## config.mk

```make
export PLATFORM = sky130hd
export DESIGN_NAME = red_cord_cut_latch_flat
export DESIGN_NICKNAME = d
export VERILOG_FILES = /design/src/rtl/red_cord_cut_latch_pkg.sv /design/src/rtl/red_cord_cut_latch_if.sv /design/src/rtl/red_cord_cut_latch_holdoff_timer.sv /design/src/rtl/red_cord_cut_latch.sv /design/src/flat_wrapper.sv
export SDC_FILE = /design/constraint.sdc
export NUM_CORES = 1
export LEC_CHECK = 0
export CORE_MARGIN = 3
export CORE_UTILIZATION = 30
export CTS_CLUSTER_DIAMETER = 200
export DETAILED_ROUTE_END_ITERATION = 16
export GPL_TIMING_DRIVEN = 0
export PLACE_DENSITY = 0.55
export SLEW_MARGIN = 20
export SYNTH_ARGS = -nofsm -noshare
export SYNTH_HDL_FRONTEND = slang
export SYNTH_SLANG_ARGS = --single-unit
```

## constraint.sdc

```tcl
create_clock -name clk -period 4.42 [get_ports clk]
set_input_delay 0.663 -clock clk [delete_from_list [all_inputs] [get_ports clk]]
set_output_delay 0.663 -clock clk [all_outputs]
set_load 0.05 [all_outputs]
```

## src/rtl/red_cord_cut_latch_pkg.sv

```systemverilog
// rtl/red_cord_cut_latch_pkg.sv - shared types and defaults for the red cord cut latch
package red_cord_pkg;

    typedef enum logic [2:0] {
        SAFE     = 3'd0,
        HOLDOFF  = 3'd1,
        ARM_WAIT = 3'd2,
        RELEASE  = 3'd3,
        RUN      = 3'd4
    } rc_state_t;

    localparam int HOLDOFF_CYCLES_DEF = 1000;
    localparam int RELEASE_CYCLES_DEF = 50;
    localparam int CNT_W_DEF          = 16;
    localparam int TRIP_CNT_W         = 8;

    // Clear scene: comparator allows motion and nobody is in the cell.
    function automatic logic scene_clear(input logic motor_enable, input logic presence);
        return motor_enable & ~presence;
    endfunction

endpackage

```

## src/rtl/red_cord_cut_latch_if.sv

```systemverilog
// rtl/red_cord_cut_latch_if.sv - veto inputs and power/brake outputs of the cut latch
interface red_cord_cut_latch_if;
    import red_cord_pkg::*;

    logic                  motor_enable_in;
    logic                  human_presence_sensor;
    logic                  rearm_req;
    logic                  power_enable;
    logic                  brake_engage;
    logic                  veto_latched;
    logic [TRIP_CNT_W-1:0] trip_count;

    modport master (
        output motor_enable_in, human_presence_sensor, rearm_req,
        input  power_enable, brake_engage, veto_latched, trip_count
    );

    modport slave (
        input  motor_enable_in, human_presence_sensor, rearm_req,
        output power_enable, brake_engage, veto_latched, trip_count
    );

endinterface

```

## src/rtl/red_cord_cut_latch_holdoff_timer.sv

```systemverilog
// rtl/red_cord_cut_latch_holdoff_timer.sv - loadable down-counter shared by hold-off and release
module red_cord_holdoff_timer #(
    parameter int               CNT_W       = 16,
    parameter logic [CNT_W-1:0] RESET_VALUE = '0
) (
    input  logic             clk,
    input  logic             rst_n,
    input  logic [CNT_W-1:0] load_value,
    input  logic             load,
    input  logic             dec,
    output logic             at_one
);

    logic [CNT_W-1:0] count;

    // Load wins over decrement; the count parks at zero instead of wrapping.
    always_ff @(posedge clk) begin
        if (!rst_n) begin
            count <= RESET_VALUE;
        end else if (load) begin
            count <= load_value;
        end else if (dec && count != '0) begin
            count <= count - 1'b1;
        end
    end

    assign at_one = (count == CNT_W'(1));

endmodule

```

## src/rtl/red_cord_cut_latch.sv

```systemverilog
// rtl/red_cord_cut_latch.sv - latches any veto into a power cut and sequences operator re-arm
module red_cord_cut_latch
    import red_cord_pkg::*;
#(
    parameter int HOLDOFF_CYCLES = HOLDOFF_CYCLES_DEF,
    parameter int RELEASE_CYCLES = RELEASE_CYCLES_DEF,
    parameter int CNT_W          = CNT_W_DEF
) (
    input  logic                 clk,
    input  logic                 rst_n,
    red_cord_cut_latch_if.slave  bus
);

    localparam longint CNT_MAX = (64'd1 << CNT_W) - 1;

    if (HOLDOFF_CYCLES < 1 || longint'(HOLDOFF_CYCLES) > CNT_MAX) begin : g_bad_holdoff
        $error("HOLDOFF_CYCLES out of range for CNT_W");
    end
    if (RELEASE_CYCLES < 1 || longint'(RELEASE_CYCLES) > CNT_MAX) begin : g_bad_release
        $error("RELEASE_CYCLES out of range for CNT_W");
    end

    localparam logic [CNT_W-1:0] HOLD_LD = CNT_W'(HOLDOFF_CYCLES);
    localparam logic [CNT_W-1:0] REL_LD  = CNT_W'(RELEASE_CYCLES);

    rc_state_t             state;
    logic                  rearm_q;
    logic                  power_q;
    logic                  brake_q;
    logic                  veto_q;
    logic [TRIP_CNT_W-1:0] trip_q;

    logic             clear;
    logic             rearm_edge;
    logic             trip;
    logic             load;
    logic             dec;
    logic [CNT_W-1:0] load_value;
    logic             at_one;

    // Presence only trips in RELEASE; once running, the comparator owns that call.
    always_comb begin
        clear      = scene_clear(bus.motor_enable_in, bus.human_presence_sensor);
        rearm_edge = bus.rearm_req & ~rearm_q;
        trip       = ((state == RELEASE) && !clear) ||
                     ((state == RUN) && !bus.motor_enable_in);
        load       = 1'b0;
        dec        = 1'b0;
        load_value = HOLD_LD;
        case (state)
            SAFE:     load = 1'b1;
            HOLDOFF:  if (clear) dec = 1'b1; else load = 1'b1;
            ARM_WAIT: begin
                if (!clear) begin
                    load = 1'b1;
                end else if (rearm_edge) begin
                    load       = 1'b1;
                    load_value = REL_LD;
                end
            end
            RELEASE:  if (trip) load = 1'b1; else dec = 1'b1;
            RUN:      if (trip) load = 1'b1;
            default:  load = 1'b1;
        endcase
    end

    red_cord_holdoff_timer #(
        .CNT_W       (CNT_W),
        .RESET_VALUE (HOLD_LD)
    ) u_timer (
        .clk        (clk),
        .rst_n      (rst_n),
        .load_value (load_value),
        .load       (load),
        .dec        (dec),
        .at_one     (at_one)
    );

    always_ff @(posedge clk) begin
        if (!rst_n) begin
            state   <= SAFE;
            rearm_q <= 1'b1;
            power_q <= 1'b0;
            brake_q <= 1'b1;
            veto_q  <= 1'b1;
            trip_q  <= '0;
        end else begin
            rearm_q <= bus.rearm_req;
            if (trip) begin
                state   <= SAFE;
                power_q <= 1'b0;
                brake_q <= 1'b1;
                veto_q  <= 1'b1;
                if (trip_q != '1) begin
                    trip_q <= trip_q + 1'b1;
                end
            end else begin
                case (state)
                    SAFE: begin
                        state   <= HOLDOFF;
                        power_q <= 1'b0;
                        brake_q <= 1'b1;
                        veto_q  <= 1'b1;
                    end
                    HOLDOFF: begin
                        if (clear && at_one) begin
                            state <= ARM_WAIT;
                        end
                    end
                    ARM_WAIT: begin
                        if (!clear) begin
                            state <= HOLDOFF;
                        end else if (rearm_edge) begin
                            state   <= RELEASE;
                            power_q <= 1'b1;
                        end
                    end
                    RELEASE: begin
                        if (at_one) begin
                            state   <= RUN;
                            brake_q <= 1'b0;
                            veto_q  <= 1'b0;
                        end
                    end
                    RUN: begin
                        state <= RUN;
                    end
                    default: begin
                        state   <= SAFE;
                        power_q <= 1'b0;
                        brake_q <= 1'b1;
                        veto_q  <= 1'b1;
                    end
                endcase
            end
        end
    end

    assign bus.power_enable = power_q;
    assign bus.brake_engage = brake_q;
    assign bus.veto_latched = veto_q;
    assign bus.trip_count   = trip_q;

endmodule

```

## src/flat_wrapper.sv

```systemverilog
// flat-port wrapper written by rule: the top's interface ports become plain ports
module red_cord_cut_latch_flat import red_cord_pkg::*;
#(
    parameter int HOLDOFF_CYCLES = HOLDOFF_CYCLES_DEF,
    parameter int RELEASE_CYCLES = RELEASE_CYCLES_DEF,
    parameter int CNT_W          = CNT_W_DEF
)
  (clk, rst_n, bus_motor_enable_in, bus_human_presence_sensor, bus_rearm_req, bus_power_enable, bus_brake_engage, bus_veto_latched, bus_trip_count);
  red_cord_cut_latch_if bus_i ();
  input  logic clk;
  input  logic rst_n;
  input wire logic [$bits(bus_i.motor_enable_in)-1:0] bus_motor_enable_in;
  input wire logic [$bits(bus_i.human_presence_sensor)-1:0] bus_human_presence_sensor;
  input wire logic [$bits(bus_i.rearm_req)-1:0] bus_rearm_req;
  output wire logic [$bits(bus_i.power_enable)-1:0] bus_power_enable;
  output wire logic [$bits(bus_i.brake_engage)-1:0] bus_brake_engage;
  output wire logic [$bits(bus_i.veto_latched)-1:0] bus_veto_latched;
  output wire logic [$bits(bus_i.trip_count)-1:0] bus_trip_count;
  assign bus_i.motor_enable_in = bus_motor_enable_in;
  assign bus_i.human_presence_sensor = bus_human_presence_sensor;
  assign bus_i.rearm_req = bus_rearm_req;
  assign bus_power_enable = bus_i.power_enable;
  assign bus_brake_engage = bus_i.brake_engage;
  assign bus_veto_latched = bus_i.veto_latched;
  assign bus_trip_count = bus_i.trip_count;
  red_cord_cut_latch #(.HOLDOFF_CYCLES(HOLDOFF_CYCLES), .RELEASE_CYCLES(RELEASE_CYCLES), .CNT_W(CNT_W)) u_core (.clk(clk), .rst_n(rst_n), .bus(bus_i));
endmodule
```

==> results of run 1 <==
## final timing paths
check | to | slack [ns] | cells past startpoint
setup / recovery | u_core.bus.trip_count[0]$_SDFFE_PN0P_ | 2.03 | 6
hold / removal | u_core.u_timer.count[1]$_SDFFE_PN0P_ | 0.50 | 1
hold reg to reg | u_core.u_timer.count[1]$_SDFFE_PN0P_ | 0.50 | 1
setup reg to reg | u_core.bus.trip_count[7]$_SDFFE_PN0P_ | 2.20 | 6
## cells by family (layout without fill, tap and decap cells)
family	count (synthesis)	in the layout	share of synthesized area
AOI/OAI and AO/OA	36	36	0.155
DFF	30	30	0.379
buffers and inverters	16	38	0.0513
adders and majority gates	3	3	0.0237
muxes	1	1	0.00632
and+or+nand+nor	85	85	0.291
xor gates and xnor gates	17	17	0.0940
## per-stage QoR
step	power, mW	std cells	hold WS [ns]	utilization
2_1_floorplan	0.298	188	0.463	-
3_3_place_gp	0.307	269	0.478	0.368
3_5_place_dp	0.307	269	0.488	0.368
4_1_cts	0.533	277	0.503	0.387
5_1_grt	0.552	277	0.535	0.387
6_report	0.526	277	0.501	0.387
## sequential cells by signal, summed over array words and instances (netlist names)
register                 flops
u_core.bus.trip_count        8
u_core.rearm_q               1
u_core.bus.brake_engage      1
u_core.u_timer.count        16
u_core.bus.power_enable      1
u_core.state                 3
## routing by layer
layer,wire length [um],vias to the layer above
li1,-,718
met1,1730,611
met2,1440,30
met3,146,7
met4,59,0
met5,0,-
## cell type report
cell class / instances / area (sq um) / area share
clock inverter: 1 / 5.00 / 0.00264
buffer: 7 / 47.5 / 0.0250
sequential: 30 / 601 / 0.316
multi-input combinational: 142 / 902 / 0.475
tap: 67 / 83.8 / 0.0441
timing repair buffer: 14 / 140 / 0.0738
clock buffer: 7 / 86.3 / 0.0455
inverter: 9 / 33.8 / 0.0178
## power by group through the flow
stage | combinational, mW | sequential (mW) | clock (mW)
6_report | 0.0271 | 0.274 | 0.224
2_1_floorplan | 0.0186 | 0.280 | 0
4_1_cts | 0.0274 | 0.274 | 0.232
3_3_place_gp | 0.0272 | 0.280 | 0
3_5_place_dp | 0.0271 | 0.280 | 0
5_1_grt | 0.0306 | 0.274 | 0.247
## cell usage in the layout, fill, tap and decap left out, types with 4 or more instances in the layout
| cell | synthesis | routed |
|---|---|---|
| dfxtp_1 | 30 | 30 |
| nor2_1 | 24 | 24 |
| clkdlybuf4s50_1 | 0 | 14 |
| nand2_1 | 12 | 12 |
| xnor2_1 | 12 | 12 |
| a21oi_1 | 10 | 10 |
| nor3_1 | 9 | 9 |
| inv_1 | 8 | 8 |
| nand3_1 | 8 | 8 |
| clkbuf_8 | 0 | 6 |
| nand4_1 | 5 | 5 |
| xor2_1 | 5 | 5 |
| o21ai_0 | 4 | 4 |
| nor4_1 | 4 | 4 |
| a2111oi_0 | 4 | 4 |
## worst max-delay path: cells and delay by family
| kind | cells | cell delay [ns] |
|---|---|---|
| buf+inv | 1 | 0.58 |
| simple gates | 2 | 0.20 |
| xor+xnor | 1 | 0.20 |
| compound gates | 2 | 0.90 |
==> reports/qor.yml, run 1 <==
yosys:
  post-synth-top-area-cell: "dfxtp_1"
  synthTopCellsByCount: "30 x dfxtp_1, 24 x nor2_1, 12 x nand2_1, 12 x xnor2_1, 10 x a21oi_1"
  yosys-top-cells-area: "dfxtp_1 38%, xnor2_1 6.6%, nor2_1 5.7%"
  synthesis.instances: 188
  yosysWarnings: 0
  syn-mean-instance-area_sq_um: 8.43
  yosys_register_bits: 30
  synth.distinct_cells: 46
  syn-num-nets: 196
  ys_seq_area_frac: 0.379
  synth-async-reset-ratio: 0
  ys.flop_type: "dfxtp_1"
  synth_top_area_frac: 0.379
  netlist_area_sq_um: 1580
  synth_most_common_cell: "dfxtp_1"
  synth_edf_count: 0
global_routing:
  grt_max_degree: 11
  grt_busiest_layer: "met2"
  met1_usage: 0.167
  use_met3: 0.0298
  overflow: 0
  grt_pass1_wl_um: 6000
  use_met2: 0.182
  antenna_found_initial: 0
  grt_pass1_vias: 1301
  grt_usage: 0.123
clocking:
  tritoncts: "done"
  clk_pin_slew_ns: 0.06
  clock-sinks: 30
  clock_path_buffers: 2
  clk_latency_ns: 0.28
  cts_hold_buf: 0
  postCtsSetupBuffers: 0
  cts-root-buf: "clkbuf_8"
  cts_max_level: 2
  numCtsBuffers: 5
  cts_resized: 0
finish:
  design_area_sq_um: 1900
  fill_cells: 495
  area_growth_syn_to_layout_pct: 19.9
  num_antenna_cells: 0
  nets: 217
  drive_gt1_frac: 0.0952
sta:
  worst_slack_ns: 2.03
  rsz0062_at_grt: "false"
  fin_skew_ns: 0.00829
  slew_headroom: 0.453
  finalHoldViolCount: 0
  period_share: 0.541
  fin_setup_tns_ns: 0
  min_period_ns: 2.39
  worst_slew_pin_slew_ns: 0.821
  finalSetupViolCount: 0
  fmax_ghz: 0.418
  slew_viol_final: 0
placement:
  place_area_sq_um: 1810
  io_buffers: 14
  hpwl_um: 2420
  pre_cts_slack_ns: 1.77
  place_congestion: 0.776
route:
  drt-total-wl_um: 3380
  ant_nets: 0
  drc: 0
  drtPass1Iterations: 4
  wire_per_inst_um: 12.2
  drt-initial-drc-count: 63
  via_per_inst: 4.93
  dr_total_vias: 1366
pwr:
  pwr-share-seq: 0.522
  power_frac_comb: 0.052
  switching_share: 0.222
  power_frac_clock: 0.427
  switchingPower_mw: 0.116
  p_leak_nw: 0.633
  power_density_nw_per_um2: 277
  peakVddDrop_uv: 131
  internal_power_mw: 0.409
setup_path:
  crit_path_start_kind: "input port"
  cp.arrival_ns: 2.55
  worstPathRequired_ns: 4.58
  reg2reg_from: "u_core.state[2]$_SDFFE_PP0P_"
  endpoint_kind: "flip-flop"
  crit_path_cell_trace: "clkdlybuf4s50_1 > nand2b_1 > a32oi_1 > a21oi_1 > xnor2_1 > nor2_1"
  slowest_stage: "a32oi_1"
  critPathMaxStageDelay_ns: 0.72
  crit_type: "in -> reg"
  cp-startpoint: "bus_motor_enable_in"
  critPathMaxFanout: 10
flow_run:
  cap_violations: 0
worst_hold_path:
  holdCritStartpoint: "u_core.u_timer.count[1]$_SDFFE_PN0P_"
  hp-class: "reg -> reg"
floorplan:
  start_util: 0.323
  die-area_sq_um: 6190
  die_y_um: 78.7
  fp.dieW_um: 78.7
  rows: 25
  core_area_sq_um: 4910
  io_pins: 16
status:
  status: "completed"
Power figures use the tool's default switching activity.
==> inputs of run 2 (changes only) <==
--- a/config.mk
+++ b/config.mk
@@ -10,7 +10,7 @@
 export CTS_CLUSTER_DIAMETER = 200
 export DETAILED_ROUTE_END_ITERATION = 16
 export GPL_TIMING_DRIVEN = 0
-export PLACE_DENSITY = 0.55
+export PLACE_DENSITY = 0.57
 export SLEW_MARGIN = 20
 export SYNTH_ARGS = -nofsm -noshare
 export SYNTH_HDL_FRONTEND = slang
==> constraint.sdc (replaced) <==
create_clock -name clk -period 2 [get_ports clk]
set_input_delay 0.3 -clock clk [delete_from_list [all_inputs] [get_ports clk]]
set_output_delay 0.3 -clock clk [all_outputs]
set_load 0.05 [all_outputs]
==> run 2 against run 1 <==
Against the previous run:
- critical path depth unchanged
- count of clock-buffer cells in the layout unchanged
- combinational power is 150% higher
- clock skew shrank 0.0059 ns
- highest routed layer unchanged
==> reports/qor.yml, run 2 (synthesis gave the netlist of run 1 again) <==
setup_path:
  crit_type: "reg -> reg"
  crit_path_start_kind: "flip-flop"
  worstPathRequired_ns: 2.17  # -2.41 ns
  r2r.worst_path.cells: 6  # unchanged
  endpoint_kind: "flip-flop"
  r2r-end: "u_core.u_timer.count[15]$_SDFFE_PN0P_"
  critPathMaxFanout: 4  # -6
  reg2reg_from: "u_core.u_timer.count[10]$_SDFFE_PN0P_"
  crit_end: "u_core.u_timer.count[15]$_SDFFE_PN0P_"
  cp-startpoint: "u_core.u_timer.count[10]$_SDFFE_PN0P_"
  r2r_slack_ns: 0.02  # -2.18 ns
  cp.arrival_ns: 2.15  # -0.40 ns
route:
  ant_nets: 0  # unchanged
  drc: 0  # unchanged
  via_per_inst: 5.10  # +3.4%
  drt-initial-drc-count: 69  # +9.5%
  wire_per_inst_um: 12.8  # +4.6%
  dr_total_vias: 1428  # +4.5%
  drt-total-wl_um: 3570  # +5.7%
  drtPass1Iterations: 4  # unchanged
sta:
  period_share: 0.990
  fin_skew_ns: 0.00236  # -0.00593 ns
  slew_headroom: 0.576  # +0.123
  rsz0062_at_grt: "true"
  finalSetupViolCount: 0  # unchanged
  min_period_ns: 1.98
  finalHoldViolCount: 0  # unchanged
  fmax_ghz: 0.505
  worst_slew_pin_slew_ns: 0.633  # -0.188 ns
  worst_slack_ns: 0.0209  # -2.01 ns
  slew_viol_final: 0  # unchanged
  whs_ns: 0.359  # -0.142 ns
floorplan:
  fp.dieW_um: 78.7  # unchanged
  rows: 25  # unchanged
  die-area_sq_um: 6190  # unchanged
  io_pins: 16  # unchanged
  die_y_um: 78.7  # unchanged
  core_area_sq_um: 4910  # unchanged
  start_util: 0.323  # unchanged
global_routing:
  antenna_found_initial: 0  # unchanged
  grt_pass1_wl_um: 6150  # +2.6%
  grt_usage: 0.126  # +0.00255
  grt_pass1_vias: 1371  # +5.4%
  overflow: 0  # unchanged
  grt_max_degree: 11  # unchanged
finish:
  final_common_cell: "dfxtp_1"
  nets: 220  # +1.4%
  layout_common_cells: "29 x dfxtp_1, 24 x nor2_1, 14 x clkdlybuf4s50_1, 11 x nand2_1, 11 x xnor2_1"
  layout.core_utilization: 0.407  # +0.0204
  largest_reg_flops: 16  # unchanged
  area_growth_syn_to_layout_pct: 26.2
  instances_no_fill: 280  # +1.1%
  drive_gt1_frac: 0.178  # +0.0832
  largest_register: "u_core.u_timer.count"
  num_antenna_cells: 0  # unchanged
status:
  status: "completed"
pwr:
  switching_share: 0.226  # +0.00460
  power_frac_comb: 0.057  # +0.005
  peakVddDrop_uv: 343  # +160%
  switchingPower_mw: 0.265  # +130%
  power_mw: 1.17  # +120%
  internal_power_mw: 0.908  # +120%
  p_leak_nw: 0.668  # +5.6%
  pwr-share-seq: 0.517  # -0.005
  power_density_nw_per_um2: 587  # +110%
  power_frac_clock: 0.426  # about the same
clocking:
  numCtsBuffers: 5  # unchanged
  cts_hold_buf: 0  # unchanged
  clk_pin_slew_ns: 0.06  # about the same
  cts_max_level: 2  # unchanged
  clk_latency_ns: 0.28  # about the same
  cts-root-buf: "clkbuf_8"
  tritoncts: "done"
  clock-sinks: 30  # unchanged
  clock_path_buffers: 2  # unchanged
placement:
  placed_cells: 269  # unchanged
  io_buffers: 14  # unchanged
  pre_cts_slack_ns: -0.317  # -2.09 ns
  hpwl_um: 2460  # +1.8%
  place_congestion: 0.754  # -2.9%
worst_hold_path:
  hp-class: "in -> reg"
flow_run:
  cap_violations: 0  # unchanged
run 2: changes by cell type in the layout (fill, tap and decap cells not counted), sizes merged:
cell / before / now
buf: 5 / 8
run 2: how the worst min path moves through the flow:
| stage | start | to | slack [ns] | depth (start not counted) |
|---|---|---|---|---|
| 4_1_cts | rst_n | u_core.u_timer.count[5]$_SDFFE_PN1P_ | 0.35 | 2 |
| 5_1_grt | rst_n | u_core.u_timer.count[5]$_SDFFE_PN1P_ | 0.39 | 2 |
| 2_1_floorplan | bus_rearm_req | u_core.rearm_q$_SDFF_PN1_ | 0.40 | 1 |
| 6_report | rst_n | u_core.u_timer.count[5]$_SDFFE_PN1P_ | 0.36 | 2 |
| 3_5_place_dp | u_core.u_timer.count[12]$_SDFFE_PN0P_ | u_core.u_timer.count[12]$_SDFFE_PN0P_ | 0.49 | 2 |
| 3_3_place_gp | u_core.u_timer.count[1]$_SDFFE_PN0P_ | u_core.u_timer.count[1]$_SDFFE_PN0P_ | 0.48 | 1 |
run 2: what timing repair did:
| action | 4_1_cts | 5_1_grt |
|---|---|---|
| resized for setup | 4 | 15 |
| pin swaps | 3 | 3 |
| buffers inserted | 5 | 0 |
| setup endpoints to repair | 12 | 20 |
run 2: power groups by stage:
stage / logic [mW] / registers (mW) / clock network, mW
after global routing: 0.0742 / 0.607 / 0.547
final: 0.0671 / 0.606 / 0.500
after floorplan: 0.0419 / 0.618 / 0
after global placement: 0.0605 / 0.619 / 0
after CTS: 0.0657 / 0.606 / 0.521
after detailed placement: 0.0606 / 0.619 / 0
run 2: worst max-delay path, cell delays in order (launching register included):
cell     delay (ns)
dfxtp_2        0.32
or4_4          0.56
buf_4          0.17
or3_2          0.42
nor3_2         0.21
xnor2_1        0.14
nor2_1         0.05
run 2: cell type report:
| class | count | area (sq um) |
|---|---|---|
| Sequential cell | 30 | 602 |
| Clock buffer | 7 | 86.3 |
| Fill cell | 510 | 2910 |
| Inverter | 9 | 33.8 |
| Tap cell | 67 | 83.8 |
| Buffer | 5 | 32.5 |
| Clock inverter | 1 | 5.00 |
| Multi-Input combinational cell | 142 | 978 |
| Timing Repair Buffer | 19 | 178 |
run 2: layer usage:
metal | GRT usage | wire length (um)
met1 | 0.161 | 1700
met2 | 0.191 | 1670
met3 | 0.0367 | 146
met4 | 0.0629 | 61
met5 | 0 | 0
run 2: stage by stage:
| stage | setup TNS [ns] | instance area [sq um] |
|---|---|---|
| final | 0 | 2000 |
| after global routing | -0.120 | 2000 |
| after CTS | -0.394 | 1960 |
| after detailed placement | -4.45 | 1820 |
| after global placement | -4.22 | 1820 |
| after floorplan | -0.0691 | 1590 |
